[config.mk]
export PLATFORM = sky130hd
export DESIGN_NAME = timing_pulse_monitor
export DESIGN_NICKNAME = d
export VERILOG_FILES = /design/src/rtl/timing_mon_pkg.sv /design/src/rtl/pulse_sync_edge.sv /design/src/rtl/timing_pulse_monitor.sv
export SDC_FILE = /design/constraint.sdc
export NUM_CORES = 1
export LEC_CHECK = 0
export BUFFER_PORTS_ARGS = -buffer_cell sky130_fd_sc_hd__buf_2
export CORE_MARGIN = 2
export CORE_UTILIZATION = 57
export DETAILED_ROUTE_END_ITERATION = 6
export PLACE_DENSITY = 0.78
export SYNTH_ARGS = -nofsm -noshare
export SYNTH_HDL_FRONTEND = slang
export SYNTH_SLANG_ARGS = --single-unit
[constraint.sdc]
create_clock -name clk -period 3.26 [get_ports clk]
set_clock_uncertainty 0.15 [all_clocks]
set_input_delay 0 -clock clk [delete_from_list [all_inputs] [get_ports clk]]
set_output_delay 0 -clock clk [all_outputs]
set_load 0.01 [all_outputs]
[src/rtl/timing_mon_pkg.sv]
// Shared types and constants for the timing pulse monitor: FSM states,
// frame type codes and measurement field widths.
package timing_mon_pkg;

    typedef enum logic [1:0] {
        IDLE = 2'd0,
        HIGH = 2'd1,
        LOW  = 2'd2
    } mon_state_t;

    localparam logic [1:0] FRAME_A  = 2'b01;
    localparam logic [1:0] FRAME_B  = 2'b10;
    localparam logic [1:0] FRAME_BG = 2'b00;

    localparam int CNT_W = 32;
    localparam int IDX_W = 16;

endpackage

[src/rtl/pulse_sync_edge.sv]
// Synchronizer for the looped-back pulse followed by a registered edge
// detector; rise/fall appear SYNC_STAGES+1 cycles after the input edge.
module pulse_sync_edge #(
    parameter int SYNC_STAGES = 2
) (
    input  logic clk,
    input  logic rst,
    input  logic pulse_in,
    output logic level,
    output logic rise,
    output logic fall
);

    logic [SYNC_STAGES-1:0] sync_q;
    logic                   level_d;
    logic                   sync_out;

    assign sync_out = sync_q[SYNC_STAGES-1];
    // level is the delayed copy so it lines up with the rise/fall strobes
    assign level    = level_d;

    always_ff @(posedge clk) begin
        if (rst) begin
            sync_q  <= '0;
            level_d <= 1'b0;
            rise    <= 1'b0;
            fall    <= 1'b0;
        end else begin
            sync_q  <= {sync_q[SYNC_STAGES-2:0], pulse_in};
            level_d <= sync_out;
            rise    <= sync_out & ~level_d;
            fall    <= ~sync_out & level_d;
        end
    end

endmodule

[src/rtl/timing_pulse_monitor.sv]
// Measures period and high width of a looped-back timing pulse, tags each
// pulse with frame type and index, and emits one record per pulse.
module timing_pulse_monitor
    import timing_mon_pkg::*;
#(
    parameter int          SYNC_STAGES    = 2,
    parameter logic [31:0] TIMEOUT_CYCLES = 32'd100_000_000
) (
    input  logic             clk,
    input  logic             rst,
    input  logic             enable,
    input  logic             pulse_in,
    input  logic             frame_ext_trig,
    input  logic [1:0]       frame_type,
    output logic             meas_valid,
    input  logic             meas_ready,
    output logic [CNT_W-1:0] meas_period,
    output logic [CNT_W-1:0] meas_width,
    output logic [1:0]       meas_frame_type,
    output logic [IDX_W-1:0] meas_pulse_idx,
    output logic [15:0]      drop_cnt,
    output logic             timeout,
    input  logic             clr_status
);

    function automatic logic [CNT_W-1:0] sat_inc_cnt(input logic [CNT_W-1:0] v);
        return (&v) ? v : v + CNT_W'(1);
    endfunction

    function automatic logic [IDX_W-1:0] sat_inc_idx(input logic [IDX_W-1:0] v);
        return (&v) ? v : v + IDX_W'(1);
    endfunction

    logic rise_s, fall_s, level_s;

    pulse_sync_edge #(
        .SYNC_STAGES(SYNC_STAGES)
    ) u_sync (
        .clk     (clk),
        .rst     (rst),
        .pulse_in(pulse_in),
        .level   (level_s),
        .rise    (rise_s),
        .fall    (fall_s)
    );

    mon_state_t       state, state_nxt;
    logic [CNT_W-1:0] period_cnt, width_cnt;
    logic             emit, load_cnt, timeout_hit, to_reached;

    logic             frame_trig_d, frame_rise;
    logic [1:0]       frame_type_lat;
    logic [IDX_W-1:0] next_idx;
    logic [1:0]       pulse_type;
    logic [IDX_W-1:0] pulse_idx;
    logic             can_write;

    assign to_reached = (period_cnt >= TIMEOUT_CYCLES);
    assign frame_rise = frame_ext_trig & ~frame_trig_d;
    assign can_write  = ~meas_valid | meas_ready;

    always_ff @(posedge clk) begin
        if (rst) state <= IDLE;
        else     state <= state_nxt;
    end

    always_comb begin
        state_nxt   = state;
        emit        = 1'b0;
        load_cnt    = 1'b0;
        timeout_hit = 1'b0;
        if (!enable) begin
            state_nxt = IDLE;
        end else begin
            case (state)
                IDLE: begin
                    if (rise_s) begin
                        load_cnt  = 1'b1;
                        state_nxt = HIGH;
                    end
                end
                HIGH: begin
                    if (to_reached) begin
                        timeout_hit = 1'b1;
                        state_nxt   = IDLE;
                    end else if (fall_s) begin
                        state_nxt = LOW;
                    end
                end
                LOW: begin
                    // a rise on the timeout cycle still completes the pulse
                    if (rise_s) begin
                        emit      = 1'b1;
                        load_cnt  = 1'b1;
                        state_nxt = HIGH;
                    end else if (to_reached) begin
                        timeout_hit = 1'b1;
                        state_nxt   = IDLE;
                    end
                end
                default: state_nxt = IDLE;
            endcase
        end
    end

    always_ff @(posedge clk) begin
        if (rst) begin
            period_cnt <= '0;
            width_cnt  <= '0;
            timeout    <= 1'b0;
        end else begin
            timeout <= timeout_hit;
            if (load_cnt) begin
                period_cnt <= CNT_W'(1);
                width_cnt  <= CNT_W'(1);
            end else begin
                if (state == HIGH || state == LOW)
                    period_cnt <= sat_inc_cnt(period_cnt);
                if (state == HIGH && level_s)
                    width_cnt <= sat_inc_cnt(width_cnt);
            end
        end
    end

    // Tag tracking: a frame edge coinciding with a rise applies to the new pulse
    always_ff @(posedge clk) begin
        if (rst) begin
            frame_trig_d   <= 1'b0;
            frame_type_lat <= FRAME_BG;
            next_idx       <= '0;
            pulse_type     <= FRAME_BG;
            pulse_idx      <= '0;
        end else begin
            frame_trig_d <= frame_ext_trig;
            if (enable) begin
                if (frame_rise)
                    frame_type_lat <= frame_type;
                if (rise_s) begin
                    pulse_type <= frame_rise ? frame_type : frame_type_lat;
                    pulse_idx  <= frame_rise ? '0 : next_idx;
                end
                if (frame_rise)
                    next_idx <= rise_s ? IDX_W'(1) : '0;
                else if (rise_s)
                    next_idx <= sat_inc_idx(next_idx);
            end
        end
    end

    always_ff @(posedge clk) begin
        if (rst) begin
            meas_valid      <= 1'b0;
            meas_period     <= '0;
            meas_width      <= '0;
            meas_frame_type <= FRAME_BG;
            meas_pulse_idx  <= '0;
            drop_cnt        <= '0;
        end else begin
            if (emit && can_write) begin
                meas_valid      <= 1'b1;
                meas_period     <= period_cnt;
                meas_width      <= width_cnt;
                meas_frame_type <= pulse_type;
                meas_pulse_idx  <= pulse_idx;
            end else if (meas_valid && meas_ready) begin
                meas_valid <= 1'b0;
            end
            if (clr_status)
                drop_cnt <= '0;
            else if (emit && !can_write && drop_cnt != 16'hFFFF)
                drop_cnt <= drop_cnt + 16'd1;
        end
    end

endmodule

==> results.md <==
- Simple-gate area share of the yosys netlist: 26.4%
- Hold wc startpoint: frame_ext_trig
- Fraction of layout cells with a size suffix above 1: 15.0%
- First-pass GRT wire length: 33,100 um
- Total wirelength of the detailed-routed design: 20,100 um
- Unrepaired setup endpoints after global routing: no
- Final ANT Viol Nets: 0
- Initial antenna violation count: 0
- LEAKAGE: 3.79 nW
- Max Buffers Root-to-Sink: 3
- Remaining design rule violation count: 0
- Final Cycle Share: 82.9%
- Finish-stage setup viols: 0
- Htree depth: 1
- Seq/Total Area, Yosys: 47.0%
- Crit path from: state[0]$_SDFFE_PP0P_
- Overflow after GRT: 0
- Proportion of synthesized flip-flops having asynchronous set or reset: 0%
- Post-synthesis xor/xnor area fraction: 4.84%
- Routed wire per std cell: 14.6 um
- Cell count after synthesis: 1,075
- Synth Warn #: 0
- Number of antenna diodes: 0
- Number of buffers inserted by port buffering: 108
- Nets: 1,195
- Leading cell types in the layout, fill and taps excluded: nand2_1 (227), dfxtp_1 (208), a21oi_1 (130)
- Placer Congestion: 0.850
- Worst setup SP type: register
- Post-route core utilization: 68.0%
- Most common flop cell mapped by yosys: dfxtp_1
- Floorplan die area: 16,600 sq um
- Final Slew Violations: 0
- Portion of netlist area occupied by mux cells: 0.466%
- Max capacitance violation total: 0
- Post-synth EDFFs: 0
- Setup TNS: 0 ns
- Top cells by area, synth: dfxtp_1 (47%), nand2_1 (9.7%), a21oi_1 (7.3%)
- Post-synthesis share of cell area spent on full adders, half adders and majority gates: 1.27%
- Clock sink count: 208
- Number of global-route vias before repair: 6,976
- Crit-path max cell delay: 0.68 ns
- Rows: 45
- Area used by multi-input combinational logic: 4410 sq um
- Footprint of the flip-flops and latches: 4160 sq um
- Normalized max-slew margin: 40.9%
- DRT iter0 DRCs: 610
- Clock root buffer master: clkbuf_16
- Die Width: 129 um
- Avg Inst Size Synth: 8.24 sq um
- Hold crit path type: primary input to register
- Area of the mapped netlist: 8860 sq um
- Highest clock frequency the design can meet: 370 MHz
- Setup slack after layout: 0.559 ns
- Starting density of the core: 58.3%
- Routed vias/inst: 5.71
- Critical path peak fanout: 10
- Critical Path RT: 3.49 ns
- Critical path capture point type: register
- Area fraction of the dominant cell type after synthesis: 47.0%
- Start of the worst register-to-register path: state[0]$_SDFFE_PP0P_
- Aggregate global-route resource usage: 23.7%
- Fraction of the mapped netlist area in compound gates: 16.6%
- Nets in the synthesized netlist: 1,093
- Cell Pwr Density: 478 nW/um^2
- Most frequent standard cell in the layout excluding fill and tap cells: nand2_1
- Clock tree from TritonCTS: done
- Half-perimeter wire length after placement: 13,600 um
- Cells traversed along the worst timing path: inv_1 > ha_1 > nand3_1 > a211oi_1 > a31oi_1 > a41o_1
- Setup slack at placement: 0.569 ns
- Largest net degree at the start of global routing: 88
- Die Y: 129 um
- Count of unique library cells instantiated by Yosys: 61
- CTS clock-pin slew for the worst setup and hold paths: 0.06 ns
- Slew of the pin with the lowest slew margin: 0.886 ns
- CP arrival: 2.93 ns
- Core area: 15,200 sq um
- Largest vdd supply drop: 385 uV
- Worst setup path category: register to register
- Area growth from synthesis to layout: 16.7%
- Number of detailed-route iterations in the first pass: 5
- Io pins: 109
- Clock network latency to the later pin of the worst-skew pair: 0.48 ns
- Vias after detailed routing: 7,865
- Inserted Clock Buffers: 21
- Dominant cell type by area after synthesis: dfxtp_1
- Number of register bits inferred by synthesis: 208
- Slowest cell on the critical path: a211oi_1
- Post-layout minimum cycle time: 2.70 ns
- Largest family of logic cells by synthesized area: simple AND/OR/NAND/NOR gates
- Fill cell total of the finished layout: 1,284
- Outcome: finished, final reports clean
- Final Hold Violating Endpoints: 0
==> kinds of logic after synthesis <==
kind of cell / after synthesis
AO/OA/AOI/OAI: 238
XOR/XNOR: 49
adder cells (fa/ha/maj): 9
buffers and inverters: 74
flip-flops: 208
multiplexers: 4
AND/OR/NAND/NOR: 493
==> Yosys cell counts (9+ instances only) <==
cell / instances
nor2_1: 87
nor4_1: 12
and2_1: 12
clkbuf_1: 45
dfxtp_1: 208
nand4_1: 26
a22oi_1: 17
inv_1: 15
ha_1: 9
a211oi_1: 10
xor2_1: 11
or3_1: 24
nand3_1: 27
nand2_1: 228
and3_1: 15
and4_1: 13
nor3_1: 13
a21oi_1: 130
buf_2: 9
o21ai_0: 28
xnor2_1: 38
==> critical path: cells and delay by family, from the launching register on <==
kind / cells / cell delay, ns
AOI/OAI and AO/OA: 3 / 1.07
adders and majority gates: 1 / 0.52
DFF: 1 / 0.40
and+or+nand+nor: 1 / 0.35
buffers and inverters: 1 / 0.10
==> stage by stage <==
stage | instances | total power, W | hold slack [ns] | area [sq um]
after global placement | 1328 | 0.00270 | 0.0736 | 9540
after detailed placement | 1328 | 0.00270 | 0.0739 | 9540
after global routing | 1377 | 0.00510 | 0.224 | 10300
after floorplan | 1075 | 0.00267 | -0.0218 | 8860
after CTS | 1377 | 0.00499 | 0.185 | 10300
final | 1377 | 0.00494 | 0.186 | 10300
==> where the power goes <==
part | switching, W | internal [W]
logic | 0.0000719 | 0.0000316
registers | 0.00000521 | 0.00255
clock network | 0.000930 | 0.00136
total | 0.00101 | 0.00394
==> state kept, by name, summed over array words and instances, names as in the netlist, 2 cells and up <==
register         count
pulse_idx           16
u_sync.sync_q        2
drop_cnt            16
meas_pulse_idx      16
width_cnt           32
next_idx            16
period_cnt          32
pulse_type           2
meas_width          32
state                2
meas_frame_type      2
meas_period         32
frame_type_lat       2
==> area by class of cell <==
cell class	instances	share of cell area [%]
clock inverters	2	0.0968
repair buffers	138	7.89
inverters	15	0.544
multi-input cells	793	42.7
well taps	188	2.27
flip-flops and latches	208	40.3
clock buffers	33	6.29
==> path summary, 6_finish.rpt <==
kind | to | slack, ns | cells after the start
min reg2reg | u_sync.fall$_SDFF_PP0_ | 0.27 | 1
max | period_cnt[18]$_SDFFE_PP0P_ | 0.56 | 6
max reg2reg | period_cnt[18]$_SDFFE_PP0P_ | 0.56 | 6
min | frame_trig_d$_SDFF_PP0_ | 0.19 | 3
==> layer usage <==
layer  part of all wire, %  vias to the layer above  GRT usage (%)  wire (um)
met2                    46                      177           38.7       9320
met1                    47                     3681           32.9       9490
met3                   4.5                       27           3.45        907
met4                   1.7                        0           6.59        350
met5                     0                        -              0          0
li1                      -                     3980              -          -
==> timing repair <==
item | in CTS | in global routing
endpoints found under the hold margin | 49 | 0
setup buffers | 0 | 0
hold buffers | 14 | 0
resized for setup | 0 | 0
(Power assumes the default switching activity.)
